===== src/rtl/imem_uart_loader_if.sv =====
// Instruction-memory write bus.
//   master: loader side, drives the write strobe, byte address and data.
//   slave : memory side, receives them.
// The address and data hold their last values whenever imem_we is low.
interface imem_uart_loader_if #(
  parameter int I_ADDR_W = 12,
  parameter int INST_W   = 16
);
  logic                imem_we;
  logic [I_ADDR_W-1:0] imem_waddr;
  logic [INST_W-1:0]   imem_wdata;

  modport master (output imem_we, imem_waddr, imem_wdata);
  modport slave  (input  imem_we, imem_waddr, imem_wdata);
endinterface


===== src/rtl/imem_uart_loader.sv =====
// Serial program loader. Receives 8N1 bytes on uart_rx, parses the frame
//   A5, LEN_LO, LEN_HI, LEN x {INST_LO, INST_HI}, CSUM
// and writes one 16-bit instruction per word into instruction memory.
// The CPU is held while a load is in progress or after a failed load.
// Ports:
//   clk, reset_n  single clock, asynchronous active-low reset
//   uart_rx       serial input, idle high, asynchronous to clk
//   imem          write bus (imem_we / imem_waddr / imem_wdata)
//   cpu_hold      1 = keep the CPU in reset
//   load_done     one-cycle pulse on a good checksum
//   load_error    sticky; cleared when the next sync byte is accepted
module imem_uart_loader #(
  parameter int CLKS_PER_BIT = 104,
  parameter int I_ADDR_W     = 12,
  parameter int INST_W       = 16,
  parameter int TIMEOUT_CLKS = 1000000
) (
  input  logic               clk,
  input  logic               reset_n,
  input  logic               uart_rx,
  imem_uart_loader_if.master imem,
  output logic               cpu_hold,
  output logic               load_done,
  output logic               load_error
);
  localparam int CNT_W = $clog2(CLKS_PER_BIT);
  localparam int TMO_W = $clog2(TIMEOUT_CLKS + 1);
  localparam int IDX_W = I_ADDR_W - 1;
  localparam logic [CNT_W-1:0] HALF_M1 = CNT_W'(CLKS_PER_BIT / 2 - 1);
  localparam logic [CNT_W-1:0] FULL_M1 = CNT_W'(CLKS_PER_BIT - 1);
  localparam logic [TMO_W-1:0] TMO_M1  = TMO_W'(TIMEOUT_CLKS - 1);
  localparam logic [15:0]      MAX_LEN = 16'((1 << I_ADDR_W) / 2);

  // ---------------- input synchronizer (preset to idle level) ----------------
  logic rx_meta_q, rx_sync_q;
  always_ff @(posedge clk or negedge reset_n) begin
    if (!reset_n) begin
      rx_meta_q <= 1'b1;
      rx_sync_q <= 1'b1;
    end else begin
      rx_meta_q <= uart_rx;
      rx_sync_q <= rx_meta_q;
    end
  end

  // ---------------- UART receiver ----------------
  typedef enum logic [1:0] {RX_IDLE, RX_START, RX_DATA, RX_STOP} rx_st_t;
  rx_st_t           rx_st_q, rx_st_d;
  logic [CNT_W-1:0] cnt_q, cnt_d;
  logic [2:0]       bit_q, bit_d;
  logic [7:0]       shreg_q, shreg_d;
  logic             byte_valid, frame_err;

  always_ff @(posedge clk or negedge reset_n) begin
    if (!reset_n) begin
      rx_st_q <= RX_IDLE;
      cnt_q   <= '0;
      bit_q   <= '0;
      shreg_q <= '0;
    end else begin
      rx_st_q <= rx_st_d;
      cnt_q   <= cnt_d;
      bit_q   <= bit_d;
      shreg_q <= shreg_d;
    end
  end

  // byte_valid / frame_err are asserted in the stop-sample cycle itself so the
  // loader registers its response on the following edge.
  always_comb begin
    rx_st_d    = rx_st_q;
    cnt_d      = cnt_q + CNT_W'(1);
    bit_d      = bit_q;
    shreg_d    = shreg_q;
    byte_valid = 1'b0;
    frame_err  = 1'b0;
    case (rx_st_q)
      RX_IDLE: begin
        cnt_d = '0;
        if (!rx_sync_q) begin
          rx_st_d = RX_START;
          bit_d   = '0;
        end
      end
      RX_START: if (cnt_q == HALF_M1) begin
        cnt_d   = '0;
        rx_st_d = rx_sync_q ? RX_IDLE : RX_DATA;  // high at mid-start = glitch
      end
      RX_DATA: if (cnt_q == FULL_M1) begin
        cnt_d   = '0;
        shreg_d = {rx_sync_q, shreg_q[7:1]};      // LSB first
        bit_d   = bit_q + 3'd1;
        if (bit_q == 3'd7) rx_st_d = RX_STOP;
      end
      RX_STOP: if (cnt_q == FULL_M1) begin
        cnt_d      = '0;
        rx_st_d    = RX_IDLE;
        byte_valid = rx_sync_q;
        frame_err  = !rx_sync_q;
      end
      default: rx_st_d = RX_IDLE;
    endcase
  end

  // ---------------- frame loader ----------------
  typedef enum logic [2:0] {
    LD_WAIT_SYNC, LD_LEN_LO, LD_LEN_HI, LD_DATA_LO, LD_DATA_HI, LD_CSUM
  } ld_st_t;
  ld_st_t              ld_st_q, ld_st_d;
  logic [IDX_W-1:0]    idx_q, idx_d;
  logic [7:0]          sum_q, sum_d;
  logic [7:0]          lo_q, lo_d;       // LEN_LO, then each INST_LO
  logic [15:0]         len_q, len_d;
  logic [TMO_W-1:0]    tmo_q, tmo_d;
  logic                we_q, we_d;
  logic [I_ADDR_W-1:0] waddr_q, waddr_d;
  logic [INST_W-1:0]   wdata_q, wdata_d;
  logic                hold_q, hold_d, done_q, done_d, err_q, err_d;
  logic                fail;
  logic [15:0]         idx_nxt, len_in;

  always_ff @(posedge clk or negedge reset_n) begin
    if (!reset_n) begin
      ld_st_q <= LD_WAIT_SYNC;
      idx_q   <= '0;
      sum_q   <= '0;
      lo_q    <= '0;
      len_q   <= '0;
      tmo_q   <= '0;
      we_q    <= 1'b0;
      waddr_q <= '0;
      wdata_q <= '0;
      hold_q  <= 1'b0;
      done_q  <= 1'b0;
      err_q   <= 1'b0;
    end else begin
      ld_st_q <= ld_st_d;
      idx_q   <= idx_d;
      sum_q   <= sum_d;
      lo_q    <= lo_d;
      len_q   <= len_d;
      tmo_q   <= tmo_d;
      we_q    <= we_d;
      waddr_q <= waddr_d;
      wdata_q <= wdata_d;
      hold_q  <= hold_d;
      done_q  <= done_d;
      err_q   <= err_d;
    end
  end

  // LEN is 16 bits but idx is only I_ADDR_W-1 bits, so compare at 16 bits.
  assign idx_nxt = 16'(idx_q) + 16'd1;
  assign len_in  = {shreg_q, lo_q};

  always_comb begin
    ld_st_d = ld_st_q;
    idx_d   = idx_q;
    sum_d   = sum_q;
    lo_d    = lo_q;
    len_d   = len_q;
    we_d    = 1'b0;
    waddr_d = waddr_q;
    wdata_d = wdata_q;
    hold_d  = hold_q;
    done_d  = 1'b0;
    err_d   = err_q;
    fail    = 1'b0;
    tmo_d   = (ld_st_q == LD_WAIT_SYNC || byte_valid) ? '0 : tmo_q + TMO_W'(1);
    if (byte_valid) begin
      case (ld_st_q)
        LD_WAIT_SYNC: if (shreg_q == 8'hA5) begin
          ld_st_d = LD_LEN_LO;
          hold_d  = 1'b1;
          err_d   = 1'b0;
          idx_d   = '0;
          sum_d   = '0;
        end
        LD_LEN_LO: begin
          lo_d    = shreg_q;
          sum_d   = sum_q + shreg_q;
          ld_st_d = LD_LEN_HI;
        end
        LD_LEN_HI: begin
          len_d = len_in;
          sum_d = sum_q + shreg_q;
          if (len_in == 16'd0 || len_in > MAX_LEN) fail = 1'b1;
          else                                     ld_st_d = LD_DATA_LO;
        end
        LD_DATA_LO: begin
          lo_d    = shreg_q;
          sum_d   = sum_q + shreg_q;
          ld_st_d = LD_DATA_HI;
        end
        LD_DATA_HI: begin
          we_d    = 1'b1;
          waddr_d = {idx_q, 1'b0};
          wdata_d = INST_W'({shreg_q, lo_q});
          idx_d   = idx_q + IDX_W'(1);
          sum_d   = sum_q + shreg_q;
          ld_st_d = (idx_nxt == len_q) ? LD_CSUM : LD_DATA_LO;
        end
        LD_CSUM: begin
          if (shreg_q == sum_q) begin
            done_d  = 1'b1;
            hold_d  = 1'b0;
            ld_st_d = LD_WAIT_SYNC;
          end else begin
            fail = 1'b1;
          end
        end
        default: ld_st_d = LD_WAIT_SYNC;
      endcase
    end else if (ld_st_q != LD_WAIT_SYNC && (frame_err || tmo_q == TMO_M1)) begin
      fail = 1'b1;
    end
    // Failure leaves cpu_hold asserted; written memory is not rolled back.
    if (fail) begin
      err_d   = 1'b1;
      ld_st_d = LD_WAIT_SYNC;
    end
  end

  assign imem.imem_we    = we_q;
  assign imem.imem_waddr = waddr_q;
  assign imem.imem_wdata = wdata_q;
  assign cpu_hold        = hold_q;
  assign load_done       = done_q;
  assign load_error      = err_q;
endmodule


===== src/flat_wrapper.sv =====
// flat-port wrapper written by rule: the top's interface ports become plain ports
module imem_uart_loader_flat 
#(
  parameter int CLKS_PER_BIT = 104,
  parameter int I_ADDR_W     = 12,
  parameter int INST_W       = 16,
  parameter int TIMEOUT_CLKS = 1000000
)
  (clk, reset_n, uart_rx, cpu_hold, load_done, load_error, imem_imem_we, imem_imem_waddr, imem_imem_wdata);
  imem_uart_loader_if #(.I_ADDR_W(I_ADDR_W), .INST_W(INST_W)) imem_i ();
  input  logic clk;
  input  logic reset_n;
  input  logic uart_rx;
  output logic cpu_hold;
  output logic load_done;
  output logic load_error;
  output wire logic [$bits(imem_i.imem_we)-1:0] imem_imem_we;
  output wire logic [$bits(imem_i.imem_waddr)-1:0] imem_imem_waddr;
  output wire logic [$bits(imem_i.imem_wdata)-1:0] imem_imem_wdata;
  assign imem_imem_we = imem_i.imem_we;
  assign imem_imem_waddr = imem_i.imem_waddr;
  assign imem_imem_wdata = imem_i.imem_wdata;
  imem_uart_loader #(.CLKS_PER_BIT(CLKS_PER_BIT), .I_ADDR_W(I_ADDR_W), .INST_W(INST_W), .TIMEOUT_CLKS(TIMEOUT_CLKS)) u_core (.clk(clk), .reset_n(reset_n), .uart_rx(uart_rx), .imem(imem_i), .cpu_hold(cpu_hold), .load_done(load_done), .load_error(load_error));
endmodule

===== config.mk =====
export PLATFORM = sky130hd
export DESIGN_NAME = imem_uart_loader_flat
export DESIGN_NICKNAME = d
export VERILOG_FILES = /design/src/rtl/imem_uart_loader_if.sv /design/src/rtl/imem_uart_loader.sv /design/src/flat_wrapper.sv
export SDC_FILE = /design/constraint.sdc
export NUM_CORES = 1
export LEC_CHECK = 0
export ABC_CLOCK_PERIOD_IN_PS = 5700
export BUFFER_PORTS_ARGS = -buffer_cell sky130_fd_sc_hd__buf_2
export CAP_MARGIN = 10
export CORE_MARGIN = 1.5
export CORE_UTILIZATION = 40
export CTS_CLUSTER_SIZE = 25
export DETAILED_ROUTE_END_ITERATION = 7
export GPL_ROUTABILITY_DRIVEN = 0
export PLACE_DENSITY = 0.64
export REMOVE_ABC_BUFFERS = 1
export SLEW_MARGIN = 40
export SYNTH_ARGS = -nofsm -noshare
export SYNTH_HDL_FRONTEND = slang
export SYNTH_SLANG_ARGS = --single-unit

===== constraint.sdc =====
create_clock -name clk -period 5.7 [get_ports clk]
set_clock_uncertainty 0.05 [all_clocks]
set_input_delay 0.57 -clock clk [delete_from_list [all_inputs] [get_ports clk]]
set_output_delay 0.57 -clock clk [all_outputs]
set_load 0.005 [all_outputs]

Yosys cells after proc, flatten, opt, wreduce, memory -nomap -nowiden
Index checks and enable logic that the tools add are counted.
Storage, ports and cells
  bits in registers: 119
  logic and storage cells: 126
Operators by class
  add/subtract/negate cells: 6
  muxes and demuxes: 46
  equal/unequal tests: 25
  order comparisons: 1
  reductions and logical operators: 30
Operators by type and width (number)
  3-bit two-way mux: 8
  11-bit case mux with 2 select lines: 1
  7-bit case mux with 3 select lines: 1
  20-bit by 1-bit adder with 20-bit output, second input constant: 1
  20-bit == test, second input constant: 1
  20-bit two-way mux: 1
  1-bit two-way mux: 19
  3-bit case mux with 6 select lines: 1
  16-bit == test: 1
  16-bit by 12-bit greater-than comparator with 1-bit output, second input constant: 1
  16-bit zero test: 1
  8-bit case mux with 2 select lines: 1
  7-bit two-way mux: 2
  2-bit nonzero test: 7
  11-bit by 1-bit adder with 12-bit output, second input constant: 1
  2-bit two-way mux: 6
  3-bit AND reduction: 4
  11-bit by 1-bit adder with 11-bit output, second input constant: 1
  11-bit two-way mux: 1
  2-bit by 1-bit inequality test with 1-bit output, second input constant: 5
  3-bit == test, second input constant: 3
  8-bit adder: 1
  8-bit == test: 1
  8-bit == test, second input constant: 1
  other kinds (26): 38

Depth between registers and ports, before layout
  depth in word-level cells: 9
  gate-level depth with buffers: 8
  depth with buffers taken out: 8

Least setup slack after synthesis
OpenSTA, ideal clock, no wires.
  kind: flip-flop to flip-flop
  start: register u_core.idx_q[0]
  end: register u_core.ld_st_q[1]
  setup slack: 3.591 ns
  setup time: 0.119 ns
  cell stages (with the launch flop): 8
  arrival time: 1.940 ns
  required time: 5.531 ns
  path buffers: 0
  path through: dfrtp_1 -> ha_1 -> nand4_1 -> nor3_1 -> xnor2_1 -> o2111ai_1 -> a2111o_1 -> a21bo_1
Between the ends
  cells in the longest elaborated chain, start to end: 6
Ends and longest elaborated chain
  start: declaration: line imem_uart_loader.sv:110  | logic [IDX_W-1:0] idx_q, idx_d;
  start signal: assignment: line imem_uart_loader.sv:138  | idx_q <= idx_d;
  11-bit by 1-bit adder with 12-bit output: line imem_uart_loader.sv:153  | assign idx_nxt = 16'(idx_q) + 16'd1;
  16-bit == test: line imem_uart_loader.sv:201  | ld_st_d = (idx_nxt == len_q) ? LD_CSUM : LD_DATA_LO;
  3-bit two-way mux: line imem_uart_loader.sv:201
  3-bit case mux with 6 select lines: line imem_uart_loader.sv:171  | case (ld_st_q)
  3-bit two-way mux: line imem_uart_loader.sv:170  | if (byte_valid) begin
  3-bit two-way mux: line imem_uart_loader.sv:218  | if (fail) begin
  end signal: assignment: line imem_uart_loader.sv:137  | ld_st_q <= ld_st_d;
  end: declaration: line imem_uart_loader.sv:109  | ld_st_t ld_st_q, ld_st_d;
No other way between the ends. The select of a mux whose other input is x is not followed.
A chain may end at the register's enable or synchronous reset.

Worst setup path after layout
Same ends and word-level chain as after synthesis.

==> results.json <==
{
  "status": "finished, final reports clean",
  "die_h_um": 123,
  "wirelength_um": 12400,
  "cts_resized": 0,
  "path_buf_inv": 0,
  "final_layout_size_suffix_gt1_share_pct": 17.0,
  "clock_latency_ns": 0.42,
  "root_buffer": "clkbuf_16",
  "core_area_um2": 14000,
  "r2r_slack_ns": 3.15,
  "fin_cells": 797,
  "maxCapViolations": 0,
  "port_buffers": 33,
  "n_antenna_cell": 0,
  "r2r_start": "u_core.idx_q[0]",
  "first_global_vias": 4335,
  "synth_seq_cells": 119,
  "cp-endpoint": "u_core.ld_st_q[1]",
  "cts_buffers": 17,
  "routedWlPerCell_um": 15.5,
  "critPathTopFamily": "compound AO/OA/AOI/OAI gates",
  "rsz0062_at_grt": "no",
  "p_sw_uw": 393,
  "rows": 43,
  "irDropWorstVdd_uv": 192,
  "synth-edff-count": 0,
  "htree_num_levels": 4,
  "final_core_util_pct": 47.9,
  "setup.worst_path.end_class": "register",
  "post_cts_buffers": 0,
  "via_per_inst": 5.40,
  "first_iter_violations": 264,
  "cts_tree": "built",
  "fin_tns_setup_ns": 0,
  "pre_cts_slack_ns": 3.19,
  "power.share.clock_pct": 56.0,
  "path_cells": "ha_1 -> nand4_1 -> nor3_1 -> xnor2_1 -> o2111ai_1 -> a2111o_1 -> a21bo_1",
  "grt_max_degree": 64,
  "swShare_pct": 20.0,
  "syn_to_final_growth_pct": 15.8,
  "antenna_found_initial": 0,
  "synth_cell_types": 62,
  "ys.flop_type": "dfrtp_1",
  "n_fill_cell": 1289,
  "drt_first_pass_iters": 4,
  "final_max_slew_viol_count": 0,
  "slowest_stage": "dfrtp_1",
  "leakage_uw": 0.00330,
  "fmax_mhz": 393,
  "drc": 0,
  "setup_viol": 0,
  "cts.sinks": 119,
  "die_w_um": 123,
  "min_path_type": "in2async",
  "final_cell_mix": "dfrtp_1, nand2_1, nor2_1, mux2_2, buf_2",
  "synthArstFlopShare_pct": 100,
  "critPathLaunch": "u_core.idx_q[0]",
  "num_vias": 4302,
  "syn_inst": 576,
  "track_usage_pct": 17.8,
  "seq_area_frac_synth_pct": 51.5,
  "worstPathArrival_ns": 2.80,
  "pwr-share-seq_pct": 43.0,
  "post-place-cells": 765,
  "clkTransAtPathRegs_ns": 0.06,
  "grt_overflow_total": 0,
  "pwr-share-comb_pct": 0.9,
  "worstRegToRegCells": 7,
  "fin_crit_sh_pct": 44.7,
  "layout_setup_ws_ns": 3.15,
  "grt_pass1_wl_um": 21000,
  "cp_max_fo": 7,
  "worst_slew_pin_slew_ns": 0.783,
  "boundaryPins": 35,
  "syn_area_um2": 5790,
  "maxSlewHeadroom_pct": 47.7,
  "hold_buffers": 0,
  "cts_buffer_depth": 2,
  "die_area_um2": 15200,
  "rr_endpoint": "u_core.ld_st_q[1]",
  "hold_violations": 0,
  "power.density_nw_per_um2": 294,
  "initial_core_util_pct": 41.4,
  "startpoint_type": "register",
  "cp.required_ns": 5.96,
  "ys.warnings.count": 0,
  "period_needed_ns": 2.55,
  "slowest_delay_ns": 0.47,
  "internal_power_uw": 1580,
  "layout_commonest_cell": "dfrtp_1",
  "hpwlAfterDp_um": 8030,
  "drtAntennaViolNets": 0,
  "syn_avg_cell_area_um2": 10.0,
  "fin_nets": 621,
  "cp_num_cells": 7,
  "crit_type": "reg2reg"
}
==> per-stage QoR <==
step	power [µW]	instance area (µm²)	hold WS [ns]
floorplan	863	5670	0.224
global placement	881	6080	0.308
detailed placement	882	6080	0.305
CTS	1990	6690	0.191
global route	2030	6700	0.110
finish	1970	6700	0.0776
==> logic make-up (layout without fill, tap and decap cells) <==
family | after synthesis | in the layout | share of synthesized area (%)
adder cells (fa/ha/maj) | 13 | 13 | 2.94
XOR/XNOR | 40 | 40 | 6.06
flip-flops | 119 | 119 | 51.5
multiplexers | 32 | 32 | 6.23
buffers and inverters | 35 | 76 | 2.51
other | 1 | 1 | 0.0648
AND/OR/NAND/NOR | 251 | 251 | 20.8
AO/OA/AOI/OAI | 85 | 85 | 9.86
==> metal layers <==
| layer | vias up | routed length [µm] | part of all wire (%) | global-route usage (%) |
|---|---|---|---|---|
| met2 | 65 | 6040 | 49 | 28.4 |
| met5 | - | 0 | 0 | 0 |
| met1 | 2149 | 5770 | 47 | 23.0 |
| met4 | 0 | 164 | 1.3 | 6.54 |
| met3 | 13 | 393 | 3.2 | 5.17 |
| li1 | 2075 | - | - | - |
==> cell usage after synthesis, types with 5 or more instances <==
cell        n  area (µm²)
and3_1      7        43.8
ha_1       12         150
clkbuf_1   17        63.8
nor2_1     52         195
nand3_1    23         115
nor3_1      5        25.0
buf_2       5        25.0
dfrtp_1   117        2930
mux2_2     32         360
xor2_1     19         166
or3_1       7        43.8
nand4_1     7        43.8
inv_1       9        33.8
nor4_1      9        56.3
a21o_1      7        52.6
a22o_1     11        96.3
nand2_1   112         420
xnor2_1    21         184
a21oi_1    17        85.1
o21ai_0    25         125
==> cell type report <==
type	instances	area, µm²	share of cell area [%]
clock buffer	23	488	7.28
clock inverter	8	120	1.79
inverter	9	33.8	0.504
multi-input combinational	422	2660	39.7
sequential	119	2980	44.5
tap	180	225	3.36
timing repair buffer	36	191	2.86
==> flip-flops by register name, indices dropped and copies added, names as in the netlist, 3 cells and up, named ones only <==
| register | count |
|---|---|
| u_core.ld_st_q | 3 |
| u_core.shreg_q | 8 |
| u_core.idx_q | 11 |
| u_core.imem.imem_wdata | 16 |
| u_core.imem.imem_waddr | 11 |
| u_core.sum_q | 8 |
| u_core.bit_q | 3 |
| u_core.cnt_q | 7 |
| u_core.len_q | 16 |
| u_core.lo_q | 8 |
| u_core.tmo_q | 20 |
==> power by group through the flow <==
stage | sequential [µW] | combinational [µW] | clock, µW
floorplan | 862 | 0.975 | 0
global placement | 862 | 19.1 | 0
detailed placement | 862 | 19.6 | 0
CTS | 847 | 19.8 | 1120
global route | 847 | 22.2 | 1160
finish | 848 | 18.5 | 1100
==> worst min path at each step <==
stage / to / slack, ns
floorplan: async pin / 0.22
global placement: u_core.rx_sync_q / 0.31
detailed placement: u_core.rx_sync_q / 0.31
CTS: u_core.rx_meta_q / 0.19
global route: u_core.imem.imem_waddr[7] / 0.11
finish: u_core.imem.imem_waddr[7] / 0.08
Power figures use the tool's default switching activity.
